### src/rtl/otter_bus_pkg.sv
// Shared OTTER data-bus types and constants.
// Used by the MEM-side request splitter and its helpers.
package otter_bus_pkg;

    localparam logic [31:0] MMIO_BASE_DEF = 32'h1100_0000;

    typedef enum logic {
        TGT_MEM  = 1'b0,
        TGT_MMIO = 1'b1
    } tgt_t;

    typedef struct packed {
        logic [31:0] addr;
        logic        we;
        logic [3:0]  be;
        logic [31:0] wdata;
    } bus_req_t;

endpackage

### src/rtl/outstanding_ctr.sv
// Saturating up/down count of reads awaiting a response.
// Simultaneous inc and dec leave the count unchanged.
module outstanding_ctr #(
    parameter  int MAX_OUT = 4,
    localparam int CNT_W   = $clog2(MAX_OUT + 1)
) (
    input  logic clk,
    input  logic rst_n,
    input  logic inc,
    input  logic dec,
    output logic full,
    output logic empty
);

    logic [CNT_W-1:0] cnt;

    assign full  = (cnt == CNT_W'(MAX_OUT));
    assign empty = (cnt == '0);

    always_ff @(posedge clk or negedge rst_n) begin
        if (!rst_n) begin
            cnt <= '0;
        end else if (inc && !dec && !full) begin
            cnt <= cnt + CNT_W'(1);
        end else if (dec && !inc && !empty) begin
            cnt <= cnt - CNT_W'(1);
        end
    end

    // The splitter's blocking rule must keep these from ever firing.
    a_no_ovf: assert property (@(posedge clk) disable iff (!rst_n)
        !(inc && !dec && full));
    a_no_udf: assert property (@(posedge clk) disable iff (!rst_n)
        !(dec && !inc && empty));

endmodule

### src/rtl/bus_split_1to2.sv
// One-to-two request splitter: data memory below MMIO_BASE, MMIO above.
// Reads to one target must drain before switching, keeping returns in order.
module bus_split_1to2
    import otter_bus_pkg::*;
#(
    parameter  logic [31:0] MMIO_BASE = MMIO_BASE_DEF,
    parameter  int          MAX_OUT   = 4,
    localparam int          CNT_W     = $clog2(MAX_OUT + 1)
) (
    input  logic        CLK,
    input  logic        RST_N,
    input  logic        req_valid,
    output logic        req_ready,
    input  logic [31:0] req_addr,
    input  logic        req_we,
    input  logic [3:0]  req_be,
    input  logic [31:0] req_wdata,
    output logic        resp_valid,
    output logic [31:0] resp_rdata,
    output logic        err,
    output logic        t0_valid,
    input  logic        t0_ready,
    output logic [31:0] t0_addr,
    output logic [31:0] t0_wdata,
    output logic        t0_we,
    output logic [3:0]  t0_be,
    input  logic        t0_rvalid,
    input  logic [31:0] t0_rdata,
    output logic        t1_valid,
    input  logic        t1_ready,
    output logic [31:0] t1_addr,
    output logic [31:0] t1_wdata,
    output logic        t1_we,
    output logic [3:0]  t1_be,
    input  logic        t1_rvalid,
    input  logic [31:0] t1_rdata
);

    bus_req_t    req;
    tgt_t        sel;
    tgt_t        cur_tgt;
    logic        full;
    logic        empty;
    logic        rv_cur;
    logic        rv_other;
    logic [31:0] rd_cur;
    logic        dec;
    logic        block;
    logic        tgt_ready;
    logic        fwd;
    logic        accept;
    logic        unexp;

    assign req = '{addr: req_addr, we: req_we, be: req_be, wdata: req_wdata};

    assign t0_addr  = req.addr;
    assign t1_addr  = req.addr;
    assign t0_wdata = req.wdata;
    assign t1_wdata = req.wdata;
    assign t0_we    = req.we;
    assign t1_we    = req.we;
    assign t0_be    = req.be;
    assign t1_be    = req.be;

    assign sel = (req_addr >= MMIO_BASE) ? TGT_MMIO : TGT_MEM;

    assign rv_cur   = (cur_tgt == TGT_MMIO) ? t1_rvalid : t0_rvalid;
    assign rv_other = (cur_tgt == TGT_MMIO) ? t0_rvalid : t1_rvalid;
    assign rd_cur   = (cur_tgt == TGT_MMIO) ? t1_rdata  : t0_rdata;

    assign dec   = !empty && rv_cur;
    assign block = (!empty && (sel != cur_tgt))
                 || (!req.we && full && !dec);

    assign tgt_ready = (sel == TGT_MMIO) ? t1_ready : t0_ready;
    assign fwd       = RST_N && !block;
    assign req_ready = fwd && tgt_ready;
    assign t0_valid  = req_valid && fwd && (sel == TGT_MEM);
    assign t1_valid  = req_valid && fwd && (sel == TGT_MMIO);
    assign accept    = req_valid && req_ready;

    assign unexp = rv_other || (empty && (t0_rvalid || t1_rvalid));

    outstanding_ctr #(
        .MAX_OUT (MAX_OUT)
    ) u_ctr (
        .clk   (CLK),
        .rst_n (RST_N),
        .inc   (accept && !req.we),
        .dec   (dec),
        .full  (full),
        .empty (empty)
    );

    always_ff @(posedge CLK or negedge RST_N) begin
        if (!RST_N) begin
            resp_valid <= 1'b0;
            resp_rdata <= '0;
            err        <= 1'b0;
            cur_tgt    <= TGT_MEM;
        end else begin
            resp_valid <= dec;
            if (dec) resp_rdata <= rd_cur;
            if (unexp) err <= 1'b1;
            if (accept) cur_tgt <= sel;
        end
    end

endmodule
### config.mk
export PLATFORM = sky130hd
export DESIGN_NAME = bus_split_1to2
export DESIGN_NICKNAME = d
export VERILOG_FILES = /design/src/rtl/otter_bus_pkg.sv /design/src/rtl/outstanding_ctr.sv /design/src/rtl/bus_split_1to2.sv
export SDC_FILE = /design/constraint.sdc
export NUM_CORES = 1
export LEC_CHECK = 0
export BUFFER_PORTS_ARGS = -buffer_cell sky130_fd_sc_hd__buf_2
export CAP_MARGIN = 20
export CORE_AREA = 2 2 123 125
export DETAILED_ROUTE_END_ITERATION = 10
export DIE_AREA = 0 0 125 127
export GPL_ROUTABILITY_DRIVEN = 0
export PLACE_DENSITY = 0.53
export SYNTH_ARGS = -nofsm -noshare
export SYNTH_HDL_FRONTEND = slang
export SYNTH_SLANG_ARGS = --single-unit
### constraint.sdc
create_clock -name CLK -period 5.05 [get_ports CLK]
set_input_delay 0.505 -clock CLK [delete_from_list [all_inputs] [get_ports CLK]]
set_output_delay 0.505 -clock CLK [all_outputs]
set_load 0.02 [all_outputs]
==> flow_metrics.tcl, run 1 <==
set metrics [dict create \
    status "completed" \
    hold_violations 0 \
    p_seq_share_pct 35.6 \
    finish.utilization_pct 21.2 \
    maxCapViolCount 0 \
    synth_top_cell_by_area "buf_4" \
    root_buffer "clkbuf_16" \
    grt_pass1_vias 2043 \
    total_power_mw 1.51 \
    vdd_ir_drop_max_mv 0.146 \
    start_kind "input pin" \
    grt_first_pass_wirelength_mm 10.5 \
    antenna_cells_inserted 0 \
    setup_viol 0 \
    tns_ns 0 \
    vias 2095 \
    hp-class "input pin to asynchronous set/reset pin" \
    fillers 1612 \
    endpoint_kind "flop" \
    fin_nets 478 \
    combPwrFrac_pct 43.4 \
    fin_area_um2 3050 \
    drc 0 \
    p_switching_mw 0.630 \
    cts.clk_slew.worst_paths_ns 0.06 \
    cts_inserted_buffers 5 \
    die_y_um 127 \
    cp.required_ns 5.22 \
    wl_mm 6.75 \
    synth_edf_count 0 \
    reg2reg_depth 7 \
    finalClockSkew_ns 0.00483 \
    overflow 0 \
    syn_area_um2 3080 \
    seq_area_frac_synth_pct 30.9 \
    cts_resized 0 \
    multi_input_area_um2 1000 \
    dp_hpwl_mm 4.96 \
    syn_inst 343 \
    start_util_pct 21.3 \
    drive_above_1_share_pct 45.5 \
    synth_common_cells "buf_4, nand2_1, dfrtp_1, mux2i_1, o21ai_0" \
    routedWlPerCell_um 13.0 \
    grt_max_degree 66 \
    fin_cells 520 \
    syn_nets 484 \
    synth_top_area_share_pct 33.7 \
    synth_cell_types 35 \
    cp.arrival_ns 3.32 \
    row_count 44 \
    fin_crit_sh_pct 62.3 \
    period_needed_ns 3.14 \
    grt_use_total_pct 8.39 \
    antenna_found_initial 0 \
    synthArstFlopShare_pct 100 \
    cts_tree "yes" \
    clkPwrFrac_pct 20.9 \
    cts_htree_levels 2 \
    synth_ff_type "dfrtp_1" \
    area_growth_pct -0.732 \
    ff_latch_area_um2 952 \
    die_w_um 125 \
    io_buffer_count 134 \
    synth.area.top_cells "buf_4, dfrtp_1, mux2i_1, o21ai_0, nand2_1" \
    internal-power_mw 0.876 \
    drtIter0Drc 74 \
    core_um2 14400 \
    power.density_nw_per_um2 493 \
    max_freq_mhz 318 \
    drv_slew 0 \
    ys.warnings.count 0 \
    syn-mean-instance-area_um2 8.97 \
    placed_cells 513 \
    ant_nets 0 \
    rsz0062_at_grt "false" \
    relSlewSlack_pct 62.1 \
    p_leak_nw 1.69 \
    path_class "input pin to flop" \
    clock_sinks 38 \
    cp_max_fo 11 \
    clock_latency_ns 0.29 \
    worst_slew_pin_slew_ns 0.552 \
    clockBufferDepth 2 \
    firstDrtPassIters 4 \
    p_sw_share_pct 41.8 \
    placed_cell_area_um2 2890 \
    post-synth-top-count-cell "buf_4" \
    dieArea_um2 15900 \
    post_cts_buffers 0 \
    io_pins 315 \
    synth-seq-cells 38 \
    via_per_inst 4.03 \
    hold_buffers 0 \
]
-- placed cells by master (no fill, tap or decap), types with 2 or more instances in the layout --
cell,count
mux2i_1,37
nand3_1,2
o21ai_0,37
nor2_1,4
or3_4,2
buf_2,134
inv_1,5
buf_4,2
dfrtp_1,37
nand2b_1,2
nand3b_1,2
nor3_1,2
clkbuf_16,5
a31oi_1,3
nand2_1,39
-- worst max-delay path, cell delays in order --
cell and delay (ns):
buf_2 0.11, o41a_1 0.49, or3_4 0.42, a31oi_4 0.21
and3_4 0.31, nand2_1 0.09, fa_1 0.43, or3_2 0.49
a211o_1 0.27
-- kinds of logic after synthesis --
group	share of synthesized area [%]
flip-flops	30.9
AND/OR/NAND/NOR	9.40
multiplexers	12.8
AO/OA/AOI/OAI	9.32
buffers and inverters	36.7
adder cells (fa/ha/maj)	0.651
XOR/XNOR	0.285
-- registers in the layout, summed over array words and instances, names as in the netlist --
| signal | flops |
|---|---|
| u_ctr.cnt | 3 |
| resp_valid | 1 |
| resp_rdata | 32 |
| err | 1 |
| cur_tgt | 1 |
-- worst paths after layout --
check                                         start                       end  slack, ns
worst max-delay path                   req_addr[26]  u_ctr.cnt[2]$_DFFE_PN0P_       1.91
worst min-delay path                          RST_N           err$_DFFE_PN0P_       0.28
worst max register to register  cur_tgt$_DFFE_PN0N_  u_ctr.cnt[2]$_DFFE_PN0P_       2.02
worst min register to register      err$_DFFE_PN0P_           err$_DFFE_PN0P_       0.45
max in group asynchronous                     RST_N       cur_tgt$_DFFE_PN0N_       4.37
min in group CLK                    err$_DFFE_PN0P_           err$_DFFE_PN0P_       0.45
-- power by group through the flow --
stage | combinational [mW] | clock (mW) | sequential [mW]
floorplan | 0.387 | 0 | 0.703
global placement | 0.634 | 0 | 0.535
detailed placement | 0.650 | 0 | 0.540
CTS | 0.649 | 0.338 | 0.539
global route | 0.728 | 0.350 | 0.561
finish | 0.654 | 0.315 | 0.537
-- routing by layer --
| metal | vias up | track usage, % | routed length, um |
|---|---|---|---|
| li1 | 979 | - | - |
| met1 | 939 | 9.11 | 2580 |
| met2 | 147 | 13.5 | 3120 |
| met3 | 30 | 4.52 | 826 |
| met4 | 0 | 3.86 | 224 |
| met5 | - | 0 | 0 |
-- metrics by stage --
| stage | setup slack, ns | hold slack, ns |
|---|---|---|
| 2_1_floorplan | 1.86 | 0.209 |
| 4_1_cts | 1.93 | 0.299 |
| 5_1_grt | 1.78 | 0.332 |
| 3_5_place_dp | 1.64 | 0.444 |
| 3_3_place_gp | 1.70 | 0.439 |
| 6_report | 1.91 | 0.285 |
-- final cells by class --
type                       instances  area share [%]
multi-input combinational        150            32.7
timing repair buffer             137            23.4
inverter                           5           0.615
sequential                        38            31.2
tap                              184            7.54
clock buffer                       6            4.55
(Power assumes the default switching activity.)
==> inputs of run 2 (changes only) <==
--- a/config.mk
+++ b/config.mk
@@ -7,11 +7,11 @@
 export LEC_CHECK = 0
 export BUFFER_PORTS_ARGS = -buffer_cell sky130_fd_sc_hd__buf_2
 export CAP_MARGIN = 20
-export CORE_AREA = 2 2 123 125
+export CORE_AREA = 2 2 121 123
 export DETAILED_ROUTE_END_ITERATION = 10
-export DIE_AREA = 0 0 125 127
+export DIE_AREA = 0 0 123 125
 export GPL_ROUTABILITY_DRIVEN = 0
-export PLACE_DENSITY = 0.53
+export PLACE_DENSITY = 0.54
 export SYNTH_ARGS = -nofsm -noshare
 export SYNTH_HDL_FRONTEND = slang
 export SYNTH_SLANG_ARGS = --single-unit
==> constraint.sdc (replaced) <==
create_clock -name CLK -period 3.04 [get_ports CLK]
set_input_delay 0.304 -clock CLK [delete_from_list [all_inputs] [get_ports CLK]]
set_output_delay 0.304 -clock CLK [all_outputs]
set_load 0.02 [all_outputs]
==> run 2 against run 1 <==
- non-clock buffer count increased by 5
- via count rose by 1.2%
- clock power up 70%
- first-iteration DRC count increased by 5.4%
- global-route usage up 0.63 points
- cell area up 1.4%
- sequential power is 66% higher
- worst setup slack lost 1.6 ns
- core utilization rose by 0.63 points
- die area down 3.1%
- sequential cell count unchanged
- largest power group unchanged
==> flow_metrics.tcl, run 2 (same netlist as run 1, synthesis figures left out) <==
set metrics [dict create \
    status "completed" \
    fin_crit_sh_pct 89.1 \
    dp_hpwl_mm 5.45 \
    die_w_um 123 \
    internal-power_mw 1.48 \
    dieArea_um2 15400 \
    worst_slack_ns 0.331 \
    row_count 44 \
    dp_slack_ns 0.0387 \
    drtIter0Drc 78 \
    routedWlPerCell_um 13.2 \
    placed_cell_area_um2 2940 \
    power.density_nw_per_um2 816 \
    overflow 0 \
    clockBufferDepth 2 \
    maxCapViolCount 0 \
    fin_cells 527 \
    fin_area_um2 3100 \
    io_pins 315 \
    fin_nets 483 \
    worst_slew_pin_slew_ns 0.606 \
    drc 0 \
    post_cts_buffers 0 \
    p_switching_mw 1.05 \
    area_growth_pct 0.651 \
    p_seq_share_pct 35.2 \
    rsz0062_at_grt "false" \
    clock_sinks 38 \
    p_leak_nw 1.71 \
    ant_nets 0 \
    mostFrequentLayoutCells "buf_2, nand2_1, o21ai_0, mux2i_1, dfrtp_1" \
    drive_above_1_share_pct 46.6 \
    drv_slew 0 \
    tns_ns 0 \
    largest-register "resp_rdata" \
    p_sw_share_pct 41.6 \
    max_freq_mhz 369 \
    hp-class "input pin to asynchronous set/reset pin" \
    cts_tree "yes" \
    grt_pass1_vias 2080 \
    mostFrequentLayoutCell "buf_2" \
    placed_cells 519 \
    grt_max_degree 40 \
    cp.required_ns 3.21 \
    largest_reg_flops 32 \
    cts.clk_slew.worst_paths_ns 0.06 \
    critical_path.cell_chain "buf_2, o41a_1, or3_4, a31oi_4, and3_4, nand2_1, fa_1, or3_2, a211o_1" \
    reg_top3 "resp_rdata x32, u_ctr.cnt x3" \
    total_power_mw 2.53 \
    root_buffer "clkbuf_16" \
    cts_inserted_buffers 5 \
    core_um2 14200 \
    vdd_ir_drop_max_mv 0.207 \
    start_kind "input pin" \
    antenna_cells_inserted 0 \
    io_buffer_count 134 \
    finalClockSkew_ns 0.00305 \
    vias 2121 \
    cpMaxStageDelayCell "o41a_1" \
    start_util_pct 21.7 \
    cp_max_fo 5 \
    cts_htree_levels 2 \
    clock_latency_ns 0.28 \
    die_y_um 125 \
    setup_viol 0 \
    critPathMaxStageDelay_ns 0.48 \
    hold_buffers 0 \
    endpoint_kind "flop" \
    via_per_inst 4.02 \
    clkPwrFrac_pct 21.3 \
    firstDrtPassIters 4 \
    relSlewSlack_pct 59.4 \
    hold_violations 0 \
    combPwrFrac_pct 43.5 \
    cp.arrival_ns 2.88 \
    wl_mm 6.96 \
    path_class "input pin to flop" \
    antenna_found_initial 1 \
    grt_first_pass_wirelength_mm 10.5 \
    period_needed_ns 2.71 \
    cts_resized 0 \
    grt_use_total_pct 9.02 \
]
[run 2: cell count changes in the layout (fill, tap and decap cells not counted)]
cell,delta
buf_4,+5
buf_12,+1
buf_16,-1
clkinv_2,+1
clkinvlp_4,+1
[run 2: power by group through the flow]
stage / combinational (mW) / sequential (mW) / clock (mW)
finish: 1.10 / 0.890 / 0.537
global route: 1.21 / 0.929 / 0.600
CTS: 1.13 / 0.894 / 0.576
detailed placement: 1.13 / 0.897 / 0
global placement: 1.10 / 0.887 / 0
floorplan: 0.643 / 1.17 / 0
[run 2: area by class of cell]
| type | count | area (um2) |
|---|---|---|
| clock inverter | 2 | 12.5 |
| inverter | 5 | 18.8 |
| timing repair buffer | 142 | 743 |
| sequential | 38 | 952 |
| tap | 184 | 230 |
| fill | 1585 | 11100 |
| multi-input combinational | 150 | 1000 |
| clock buffer | 6 | 139 |
[run 2: critical path, delay by kind of cell]
kind,cells,cell delay [ns]
adders and majority gates,1,0.39
and+or+nand+nor,4,1.17
buffers and inverters,1,0.11
AOI/OAI and AO/OA,3,0.91
[run 2: path summary, 6_finish.rpt]
check                                              start                    endpoint  slack, ns  depth (start not counted)
worst max-delay path                        req_addr[26]    u_ctr.cnt[2]$_DFFE_PN0P_       0.33                          9
worst min-delay path                               RST_N             err$_DFFE_PN0P_       0.12                          2
worst max register to register  u_ctr.cnt[0]$_DFFE_PN0P_    u_ctr.cnt[2]$_DFFE_PN0P_       0.43                          8
worst min register to register           err$_DFFE_PN0P_             err$_DFFE_PN0P_       0.45                          1
max in group asynchronous                          RST_N         cur_tgt$_DFFE_PN0N_       2.54                          2
min in group CLK                            t0_rdata[14]  resp_rdata[14]$_DFFE_PN0N_       0.30                          3
[run 2: metal layers]
| layer | track usage [%] | vias to the layer above | wire length (um) |
|---|---|---|---|
| li1 | - | 997 | - |
| met1 | 8.36 | 953 | 2520 |
| met2 | 15.9 | 134 | 3470 |
| met3 | 3.97 | 35 | 694 |
| met4 | 5.68 | 2 | 259 |
| met5 | 0 | - | 13 |
[run 2: metrics by stage]
stage	hold WS [ns]	util, %
floorplan	0.00841	-
global placement	0.443	20.7
detailed placement	0.448	20.7
CTS	0.140	21.8
global route	0.171	21.8
finish	0.116	21.8
==> inputs of run 3 (changes only) <==
--- a/config.mk
+++ b/config.mk
@@ -7,11 +7,12 @@
 export LEC_CHECK = 0
 export BUFFER_PORTS_ARGS = -buffer_cell sky130_fd_sc_hd__buf_2
 export CAP_MARGIN = 20
-export CORE_AREA = 2 2 121 123
+export CORE_AREA = 2 2 122 124
 export DETAILED_ROUTE_END_ITERATION = 10
-export DIE_AREA = 0 0 123 125
+export DIE_AREA = 0 0 124 126
 export GPL_ROUTABILITY_DRIVEN = 0
-export PLACE_DENSITY = 0.54
+export PLACE_DENSITY = 0.55
+export RECOVER_POWER = 50
 export SYNTH_ARGS = -nofsm -noshare
 export SYNTH_HDL_FRONTEND = slang
 export SYNTH_SLANG_ARGS = --single-unit
==> constraint.sdc (replaced) <==
create_clock -name CLK -period 2.4 [get_ports CLK]
set_input_delay 0.24 -clock CLK [delete_from_list [all_inputs] [get_ports CLK]]
set_output_delay 0.24 -clock CLK [all_outputs]
set_load 0.02 [all_outputs]
==> run 3 against run 2 <==
- the run now ends with setup timing left
- clock-buffer cell count is the same
- final cell count grew 2.7%
- hold slack gained 0.12 ns
- clock power grew 46%
- first-iteration DRC count shrank 35%
- combinational power grew 38%
- global-route usage grew 0.69 points
- non-clock buffer count grew 15
- critical path depth grew 1
- total power grew 35%
- core utilization grew 0.97 points
==> flow_metrics.tcl, run 3 (same netlist as run 1, synthesis figures left out) <==
set metrics [dict create \
    max_freq_mhz 404 \
    reg_top3 "resp_rdata x32, u_ctr.cnt x3" \
    routedWlPerCell_um 14.0 \
    critPathMaxStageDelay_ns 0.52 \
    cts.clk_slew.worst_paths_ns 0.06 \
    mostFrequentLayoutCells "buf_2, nand2_1, o21ai_0, dfrtp_1, mux2i_1" \
    p_leak_nw 1.79 \
    cp_max_fo 4 \
    via_per_inst 3.99 \
    finish.utilization_pct 22.8 \
    cts_tree "yes" \
    relSlewSlack_pct 30.5 \
    period_needed_ns 2.48 \
    reg2reg_depth 8 \
    cp.arrival_ns 2.71 \
    fin_nets 498 \
    holdPathStages 3 \
    setup_viol 1 \
    worst_slack_ns -0.0762 \
    r2r-start "cur_tgt$_DFFE_PN0N_" \
    drive_above_1_share_pct 50.1 \
    antenna_cells_inserted 0 \
    maxCapViolCount 0 \
    die_w_um 124 \
    grt_first_pass_wirelength_mm 11.4 \
    total_power_mw 3.42 \
    mostFrequentLayoutCell "buf_2" \
    status "finished with violations" \
    start_util_pct 21.5 \
    wl_mm 7.55 \
    clock_latency_ns 0.29 \
    rsz0062_at_grt "true" \
    tns_ns -0.0762 \
    fin_area_um2 3260 \
    vias 2159 \
    endpoint_kind "flop" \
    placed_cell_area_um2 3040 \
    clock_sinks 38 \
    critical_path.cell_chain "buf_6, o41a_1, or3_4, a31oi_4, and3_4, nand2_4, fa_2, or4_4, mux2i_1, a211o_1" \
    cp.required_ns 2.63 \
    largest-register "resp_rdata" \
    whs_ns 0.236 \
    dieArea_um2 15600 \
    reg2reg_slack_ns -0.03 \
    overflow 0 \
    antenna_found_initial 0 \
    io_pins 315 \
    cts_htree_levels 2 \
    hold_buffers 0 \
    finalClockSkew_ns 0.00422 \
    cts_inserted_buffers 5 \
    path_class "input pin to flop" \
    hold_violations 0 \
    grt_max_degree 40 \
    violations "setup timing" \
    power.density_nw_per_um2 1050 \
    drv_slew 0 \
    largest_reg_flops 32 \
    cpMaxStageDelayCell "or4_4" \
    area_growth_pct 5.94 \
    fillers 1588 \
    crit-reg2reg-capture "u_ctr.cnt[2]$_DFFE_PN0P_" \
    hp-class "input pin to flop" \
    worst_slew_pin_slew_ns 1.04 \
    vdd_ir_drop_max_mv 0.420 \
    io_buffer_count 134 \
    core_um2 14300 \
    min_from "t0_rdata[31]" \
    fin_crit_sh_pct 103 \
    hold_path_end "resp_rdata[31]$_DFFE_PN0N_" \
    row_count 44 \
    ant_nets 0 \
    drtIter0Drc 51 \
    root_buffer "clkbuf_16" \
    grt_use_total_pct 9.71 \
    clockBufferDepth 2 \
    dp_hpwl_mm 6.02 \
    grt_pass1_vias 2230 \
    start_kind "input pin" \
    firstDrtPassIters 4 \
    drc 0 \
    die_y_um 126 \
]
==> run 3: cell types whose count changed in the layout (fill, tap and decap cells not counted), sizes merged <==
cell / change
buf: +13
clkbuf: +2
bufinv: +1
clkinv: -1
clkinvlp: -1
==> run 3: power by group <==
group | internal, mW | total, mW | leakage, nW | switching [mW]
registers | 0.946 | 1.11 | 0.460 | 0.164
clock network | 0.513 | 0.786 | 0.0829 | 0.273
logic | 0.570 | 1.52 | 1.25 | 0.951
==> run 3: final cells by class <==
cell class                 instances  area, um2  share of cell area [%]
clock inverter                     1       30.0                   0.922
sequential                        38        952                    29.2
timing repair buffer             157        852                    26.2
tap                              184        230                    7.07
multi-input combinational        150       1040                    31.8
inverter                           5       18.8                   0.576
clock buffer                       6        139                    4.26
==> run 3: per-stage QoR <==
| step | cells | setup WS (ns) |
|---|---|---|
| floorplan | 343 | -0.354 |
| global placement | 532 | -0.371 |
| detailed placement | 532 | -0.422 |
| CTS | 540 | -0.0551 |
| global route | 541 | -0.143 |
| finish | 541 | -0.0762 |
==> run 3: worst max path at each step <==
stage          slack [ns]         start  depth (start not counted)                        to
2_1_floorplan       -0.35  req_addr[25]                         10  u_ctr.cnt[2]$_DFFE_PN0P_
3_3_place_gp        -0.37  req_addr[25]                         10  u_ctr.cnt[2]$_DFFE_PN0P_
3_5_place_dp        -0.42  req_addr[25]                         10  u_ctr.cnt[2]$_DFFE_PN0P_
4_1_cts             -0.06  req_addr[26]                         10  u_ctr.cnt[2]$_DFFE_PN0P_
5_1_grt             -0.14  req_addr[26]                         10  u_ctr.cnt[2]$_DFFE_PN0P_
6_report            -0.08  req_addr[26]                         10  u_ctr.cnt[2]$_DFFE_PN0P_
==> run 3: critical path: cells and delay by family <==
family          cells  cell delay [ns]
compound gates      3             0.72
fa+ha+maj           1             0.37
buf+inv             1             0.09
mux                 1             0.13
simple gates        4             1.16
==> run 3: layer usage <==
| metal | part of all wire [%] | vias to the layer above | global-route usage [%] | wire length [um] |
|---|---|---|---|---|
| met1 | 37 | 956 | 10.1 | 2800 |
| met5 | 0 | - | 0 | 0 |
| li1 | - | 1021 | - | - |
| met4 | 4.4 | 0 | 6.94 | 332 |
| met3 | 11 | 41 | 3.40 | 816 |
| met2 | 48 | 141 | 16.1 | 3600 |
==> run 3: repair_timing <==
action / in CTS / in global routing
gates cloned: 0 / 0
setup endpoints to repair: 3 / 5
pin swaps: 4 / 2
setup buffers: 1 / 1
gates resized for setup: 2 / 5
